## config.mk

```make
export PLATFORM = sky130hd
export DESIGN_NAME = divn_tick_sched
export DESIGN_NICKNAME = d
export VERILOG_FILES = /design/src/rtl/divn_pkg.sv /design/src/rtl/divn_counter.sv /design/src/rtl/divn_tick_sched.sv
export SDC_FILE = /design/constraint.sdc
export NUM_CORES = 1
export LEC_CHECK = 0
export BUFFER_PORTS_ARGS = -buffer_cell sky130_fd_sc_hd__buf_2
export CAP_MARGIN = 20
export CELL_PAD_IN_SITES_DETAIL_PLACEMENT = 0
export CELL_PAD_IN_SITES_GLOBAL_PLACEMENT = 2
export CORE_ASPECT_RATIO = 1.1
export CORE_MARGIN = 1.5
export CORE_UTILIZATION = 33
export CTS_CLUSTER_SIZE = 20
export DETAILED_ROUTE_END_ITERATION = 7
export GPL_TIMING_DRIVEN = 0
export PLACE_DENSITY = 0.84
export SYNTH_ARGS = -nofsm -noshare
export SYNTH_HDL_FRONTEND = slang
export SYNTH_SLANG_ARGS = --single-unit
```

## constraint.sdc

```tcl
create_clock -name clk -period 6.1 [get_ports clk]
set_input_delay 0.305 -clock clk [delete_from_list [all_inputs] [get_ports clk]]
set_output_delay 0.305 -clock clk [all_outputs]
set_load 0.05 [all_outputs]
```

## src/rtl/divn_pkg.sv

```systemverilog
// Shared types and constants for the divide-by-N tick scheduler.
// Latency: none (declarations only).
// Backpressure: none (declarations only).
package divn_pkg;

    typedef enum logic [1:0] {
        IDLE = 2'd0,
        RUN  = 2'd1,
        STOP = 2'd2
    } divn_state_t;

    // Smallest divisor that still yields a distinct tick and last cycle.
    localparam int DIV_MIN = 2;

endpackage

```

## src/rtl/divn_counter.sv

```systemverilog
// Phase counter: counts 0..max and wraps to 0, with a synchronous clear.
// Latency: phase updates one clock after clr/inc; at_max is combinational on phase/max.
// Backpressure: none; inc is honoured on every cycle it is asserted.
module divn_counter #(
    parameter int WIDTH = 8
) (
    input  logic             clk,
    input  logic             reset,
    input  logic             clr,
    input  logic             inc,
    input  logic [WIDTH-1:0] max,
    output logic [WIDTH-1:0] phase,
    output logic             at_max
);

    assign at_max = (phase == max);

    // Clear has priority over counting; counting wraps from max back to zero.
    always_ff @(posedge clk) begin
        if (reset || clr) begin
            phase <= '0;
        end else if (inc) begin
            phase <= at_max ? '0 : phase + 1'b1;
        end
    end

endmodule

```

## src/rtl/divn_tick_sched.sv

```systemverilog
// Programmable divide-by-N tick scheduler with boundary-aligned start/stop and divisor changes.
// Latency: first tick one cycle after en is sampled high; divisor changes in RUN land on the next period boundary.
// Backpressure: cfg_ready drops while a deferred divisor is pending or while stopping.
module divn_tick_sched
    import divn_pkg::*;
#(
    parameter int WIDTH       = 8,
    parameter int DEFAULT_DIV = 3
) (
    input  logic             clk,
    input  logic             reset,
    input  logic             en,
    input  logic             cfg_valid,
    input  logic [WIDTH-1:0] cfg_div,
    output logic             cfg_ready,
    output logic             cfg_err,
    output logic             tick,
    output logic             last,
    output logic [WIDTH-1:0] phase,
    output logic             busy,
    output logic [WIDTH-1:0] div_cur
);

    divn_state_t      state;
    divn_state_t      state_nxt;
    logic             pend_v;
    logic [WIDTH-1:0] pend_div;
    logic [WIDTH-1:0] div_max;
    logic             at_max;
    logic             accept;
    logic             cfg_bad;

    // All outputs below decode registered state only, so no input reaches an output combinationally.
    assign busy      = (state != IDLE);
    assign div_max   = div_cur - 1'b1;
    assign tick      = busy && (phase == '0);
    assign last      = busy && at_max;
    assign cfg_ready = (state == IDLE) || ((state == RUN) && !pend_v);
    assign accept    = cfg_valid && cfg_ready;
    assign cfg_bad   = (cfg_div < WIDTH'(DIV_MIN));

    // Phase only advances while running or draining; IDLE holds it at zero.
    divn_counter #(.WIDTH(WIDTH)) u_counter (
        .clk    (clk),
        .reset  (reset),
        .clr    (state == IDLE),
        .inc    (busy),
        .max    (div_max),
        .phase  (phase),
        .at_max (at_max)
    );

    // Next-state: STOP drains to the period boundary unless en comes back first.
    always_comb begin
        state_nxt = state;
        case (state)
            IDLE:    if (en) state_nxt = RUN;
            RUN:     if (!en) state_nxt = STOP;
            STOP: begin
                if (en)          state_nxt = RUN;
                else if (at_max) state_nxt = IDLE;
            end
            default: state_nxt = IDLE;
        endcase
    end

    // State register.
    always_ff @(posedge clk) begin
        if (reset) begin
            state <= IDLE;
        end else begin
            state <= state_nxt;
        end
    end

    // Divisor handling: immediate in IDLE, deferred to the next boundary otherwise; bad values only flag.
    always_ff @(posedge clk) begin
        if (reset) begin
            div_cur  <= WIDTH'(DEFAULT_DIV);
            pend_v   <= 1'b0;
            pend_div <= '0;
            cfg_err  <= 1'b0;
        end else begin
            cfg_err <= accept && cfg_bad;
            // Uses the registered pend_v, so a divisor accepted on a last cycle waits a full period.
            if (last && pend_v) begin
                div_cur <= pend_div;
                pend_v  <= 1'b0;
            end
            if (accept && !cfg_bad) begin
                if (state == IDLE) begin
                    div_cur <= cfg_div;
                end else begin
                    pend_div <= cfg_div;
                    pend_v   <= 1'b1;
                end
            end
        end
    end

endmodule

```

======== After elaboration in Yosys (flattened, before gate mapping) ========
Index checks and enable logic that the tools add are counted.
storage, ports and cells
  output and inout bits ................... 21
  register bits ........................... 28
  word-level logic and storage cells ...... 44
operators by class
  bitwise logic cells ..................... 1
  equality and inequality tests ........... 6
  $add $sub $neg .......................... 2
  magnitude comparators ................... 1
  multiplexer cells ....................... 12
  reduce and logical (&&, ||, !) cells .... 16
operators with widths
  kind                                                 number
  two-way mux 8 bit                                    4
  adder 8 x 1 -> 8 bit, second input constant          1
  equality test 8 bit                                  1
  logical NOT 8 bit                                    1
  < comparator 8 x 2 -> 1 bit, second input constant   1
  two-way mux 2 bit                                    4
  subtractor 8 x 1 -> 8 bit, second input constant     1
  logical AND 1 bit                                    7
  one-hot mux 2 bit (3 select lines)                   1
  inequality test 2 bit, second input constant         2
  two-way mux 1 bit                                    3
  inequality test 3 bit, second input constant         1
  AND reduction 3 bit                                  1
  equality test 2 x 1 -> 1 bit, second input constant  1
  equality test 2 bit, second input constant           1
  logical NOT 1 bit                                    2
  logical NOT 2 bit                                    1
  logical OR 1 bit                                     2
  AND reduction 2 bit                                  1
  nonzero test 2 bit                                   1
  inverter 1 bit                                       1

======== Depth between registers and ports, before layout ========
  depth in word-level cells ............... 7
  gate-level depth with buffers ........... 9
  mapped depth without buffers ............ 8

======== Modules after synthesis ========
From an unflattened synthesis, not the netlist that was laid out.
unflattened totals
  cells, all modules ...................... 156
  area total of the unflattened synthesis .. 1483.9 um2
by module, submodules not included
  module           sequential area each (um2)  instances  cells each  area each (um2)
  divn_tick_sched  400.4                       1          107         1036.0
  divn_counter     160.2                       1          49          447.9

======== Worst setup path before layout ========
Ideal clock, no wire load.
  path type ............................... reg2out
  from .................................... register div_cur[0]
  to ...................................... output last
  required time ........................... 5.795 ns
  path buffers ............................ 1
  cell stages (with the launch flop) ...... 9
  slack ................................... 3.243 ns
  arrival time ............................ 2.552 ns
  cells stage by stage .................... dfxtp_1 -> inv_1 -> ha_1 -> xor2_1 -> o211ai_1 -> a211oi_2 -> nand4_2 -> buf_2 -> nor2_1
between the ends
  cells in the longest elaborated chain, start to end .. 3
RTL lines
  item                       RTL line               source
  start, declared            divn_tick_sched.sv:21  output logic [WIDTH-1:0] div_cur
  start signal, assigned     divn_tick_sched.sv:79  div_cur <= WIDTH'(DEFAULT_DIV);
  start signal, assigned     divn_tick_sched.sv:87  div_cur <= pend_div;
  start signal, assigned     divn_tick_sched.sv:92  div_cur <= cfg_div;
  subtractor 8 x 1 -> 8 bit  divn_tick_sched.sv:35  assign div_max = div_cur - 1'b1;
  equality test 8 bit        divn_counter.sv:16     assign at_max = (phase == max);
  logical AND 1 bit          divn_tick_sched.sv:37  assign last = busy && at_max;
  end, declared              divn_tick_sched.sv:18  output logic last,
Every way passes these cells.

======== Worst setup path after layout ========
Same ends and word-level chain as after synthesis.

==> flow_summary.toml <==
[run_status]
status = "finished clean"

[detailed_routing]
first_iter_violations = 38
dr.pass1.iters = 4
vias = 1248
wl_per_cell_um = 13.6
via_per_inst = 5.01
ant_nets = 0
routed_wl_mm = 3.38
drc_errors = 0

[global_routing]
grt_max_degree = 17
use_met3_pct = 2.04
grt_pass1_wl_mm = 5.85
grtUsageMet1_pct = 20.6
gr-usage-met2_pct = 26.6
grt_busiest_layer = "met2"
overflow = 0
grt_usage_pct = 15.9
grt_pass1_vias = 1246
grt_antenna_before_repair = 0

[run]
cap_viol_max_count = 0

[clock_network]
cts_setup_buffers = 0
hold_buffers = 0
cts-resized-gates = 0
path_clk_slew_ns = 0.10
tritoncts = "built"
cts_root_buffer = "clkbuf_8"
h-tree-depth = 1
clock_path_buffers = 2
numCtsBuffers = 3
clk_latency_ns = 0.28
clock_sinks = 28

[floorplanning]
die_h_um = 71.8
start_util_pct = 35.0
rows = 24
die-area_um2 = 4710
pin_count = 33
design.core.area_um2 = 4050
die_w_um = 65.5

[worst_setup_path]
ff2ff_path_depth = 9
crit_path_start_kind = "flop"
cp_max_fo = 10
arrival_ns = 2.38
critical_path_class = "reg2out"
cp_data_required_time_ns = 5.79
reg2reg_slack_ns = 3.73
worst_r2r_endpoint = "div_cur[7]"
r2r-start = "div_cur[0]"
endpoint_kind = "primary output"

[finish]
fin_area_um2 = 1710
syn_to_final_growth_pct = 20.5
nNetsFinal = 213
diodes = 0
fillers = 437
final_cells = 249
drive_gt1_share_pct = 21.8
utilization_pct = 42.2

[pwr]
clockPowerShare_pct = 34.9
p_sw_mw = 0.120
peakVddDrop_v = 0.0000921
switching_share_pct = 28.4
combPwrFrac_pct = 17.9
power_frac_seq_pct = 47.2
p_int_mw = 0.302
leakagePower_nw = 0.698
powerDensity_nw_per_um2 = 247

[synthesis]
ys_ff_latch = 28
ys.flop_type = "dfxtp_1"
synth_seq_area_share_pct = 39.5
synthCells = 162
ys_async_sr_fraction_pct = 0
synth_cell_types = 36
synth_area_um2 = 1420
syn_nets = 177
syn_avg_cell_area_um2 = 8.77
synth_warnings = 0
synth-edff-count = 0

[sta]
hold_violations = 0
setup_viol = 0
post-route-min-period_ns = 2.69
tns_ns = 0
drv_slew = 0
slew-limit-headroom_pct = 52.2
fin_crit_sh_pct = 44.1
rsz0062_at_grt = "no"
max_freq_ghz = 0.372
finalClockSkew_ns = 0.00227
worst_slew_pin_slew_ns = 0.715
worst_slack_ns = 3.41

[placed_design]
place_area_um2 = 1640
placedCellCount = 245
io_buffers = 31
pre_cts_ws_ns = 3.70
place_congestion = 0.749
dp.final_hpwl_mm = 2.67

[hold_path]
hold_depth = 2
min_from = "en"
hold_path_class = "in2reg"
holdPathEnd = "state[1]"
critical path, cell delays in order (launching register included):
cell and delay [ns]:
dfxtp_1 0.43, inv_1 0.09, ha_1 0.31, xor2_1 0.13, o211ai_1 0.12, a211oi_2 0.24
nand4_2 0.19, buf_2 0.23, nor2_1 0.09, buf_2 0.26
layer usage:
metal / wire length, um / part of all wire [%]
met1: 1590 / 47
met2: 1600 / 47
met3: 138 / 4.1
met4: 58 / 1.7
met5: 0 / 0
layout make-up:
| cell class | instances | area [um2] | share of cell area (%) |
|---|---|---|---|
| Clock inverter | 1 | 30.0 | 1.75 |
| Inverter | 8 | 30.0 | 1.75 |
| Timing Repair Buffer | 31 | 155 | 9.06 |
| Tap cell | 52 | 65.1 | 3.80 |
| Multi-Input combinational cell | 120 | 797 | 46.6 |
| Clock buffer | 3 | 41.3 | 2.41 |
| Sequential cell | 28 | 561 | 32.7 |
| Buffer | 6 | 32.5 | 1.90 |
worst max path at each step:
stage	start	endpoint	slack (ns)	cells past startpoint
floorplan	div_cur[0]	last	3.24	8
global placement	div_cur[0]	last	3.75	9
detailed placement	div_cur[0]	last	3.70	9
CTS	div_cur[0]	last	3.37	9
global route	div_cur[0]	last	3.24	9
finish	div_cur[0]	last	3.41	9
through the flow:
stage	hold WS (ns)	power (mW)
2_1_floorplan	0.383	0.258
3_3_place_gp	0.477	0.278
3_5_place_dp	0.482	0.280
4_1_cts	0.188	0.428
5_1_grt	0.204	0.444
6_report	0.191	0.422
sequential cells by signal, indices dropped and copies added, names as in the netlist:
signal / count
div_cur: 8
pend_div: 8
u_counter.phase: 8
state: 2
cfg_err: 1
pend_v: 1
cells in the final DEF (no fill, tap or decap), types with 2 or more instances in the layout:
master    count
clkbuf_8      3
nand2_1      15
dfxtp_1      28
nand3_1       3
a21oi_1       3
clkbuf_1      3
nor3_2        2
a311oi_1      2
xnor2_1       9
and2_1        2
o211ai_1      9
nor3b_1       2
inv_1         8
nor2_1       21
nor3_1        8
nand3b_1      3
mux2i_1       8
a211oi_1      2
a311o_1       2
o21ai_0       2
nand4_1       2
buf_2        33
ha_1          3
xor2_1        7
nor4_1        4
power groups by stage:
stage / clock, mW / sequential (mW) / combinational [mW]
floorplan: 0 / 0.216 / 0.0419
global placement: 0 / 0.203 / 0.0750
detailed placement: 0 / 0.204 / 0.0763
CTS: 0.153 / 0.199 / 0.0765
global route: 0.160 / 0.201 / 0.0829
finish: 0.148 / 0.199 / 0.0756
logic make-up (layout without fill, tap and decap cells):
group | count (synthesis) | after routing | synth area share, %
adder cells (fa/ha/maj) | 3 | 3 | 2.64
multiplexers | 9 | 9 | 6.43
flip-flops | 28 | 28 | 39.5
AO/OA/AOI/OAI | 23 | 23 | 12.2
XOR/XNOR | 16 | 16 | 9.87
buffers and inverters | 14 | 49 | 4.41
AND/OR/NAND/NOR | 69 | 69 | 24.9
synth_stat cells, drive strengths merged (2+ instances only):
cell type  count  area, um2
a211oi         3       27.5
a21oi          3       15.0
a311o          2       20.0
a311oi         2       17.5
and2           2       12.5
buf            3       21.3
clkbuf         3       11.3
dfxtp         28        561
ha             3       37.5
inv            8       30.0
mux2i          8       80.1
nand2         15       56.3
nand3          3       15.0
nand3b         3       22.5
nand4          3       25.0
nor2          21       78.8
nor3          10       60.1
nor3b          2       15.0
nor4           4       25.0
o211ai         9       67.6
o21ai          2       10.0
xnor2          9       78.8
xor2           7       61.3
(Power assumes the default switching activity.)
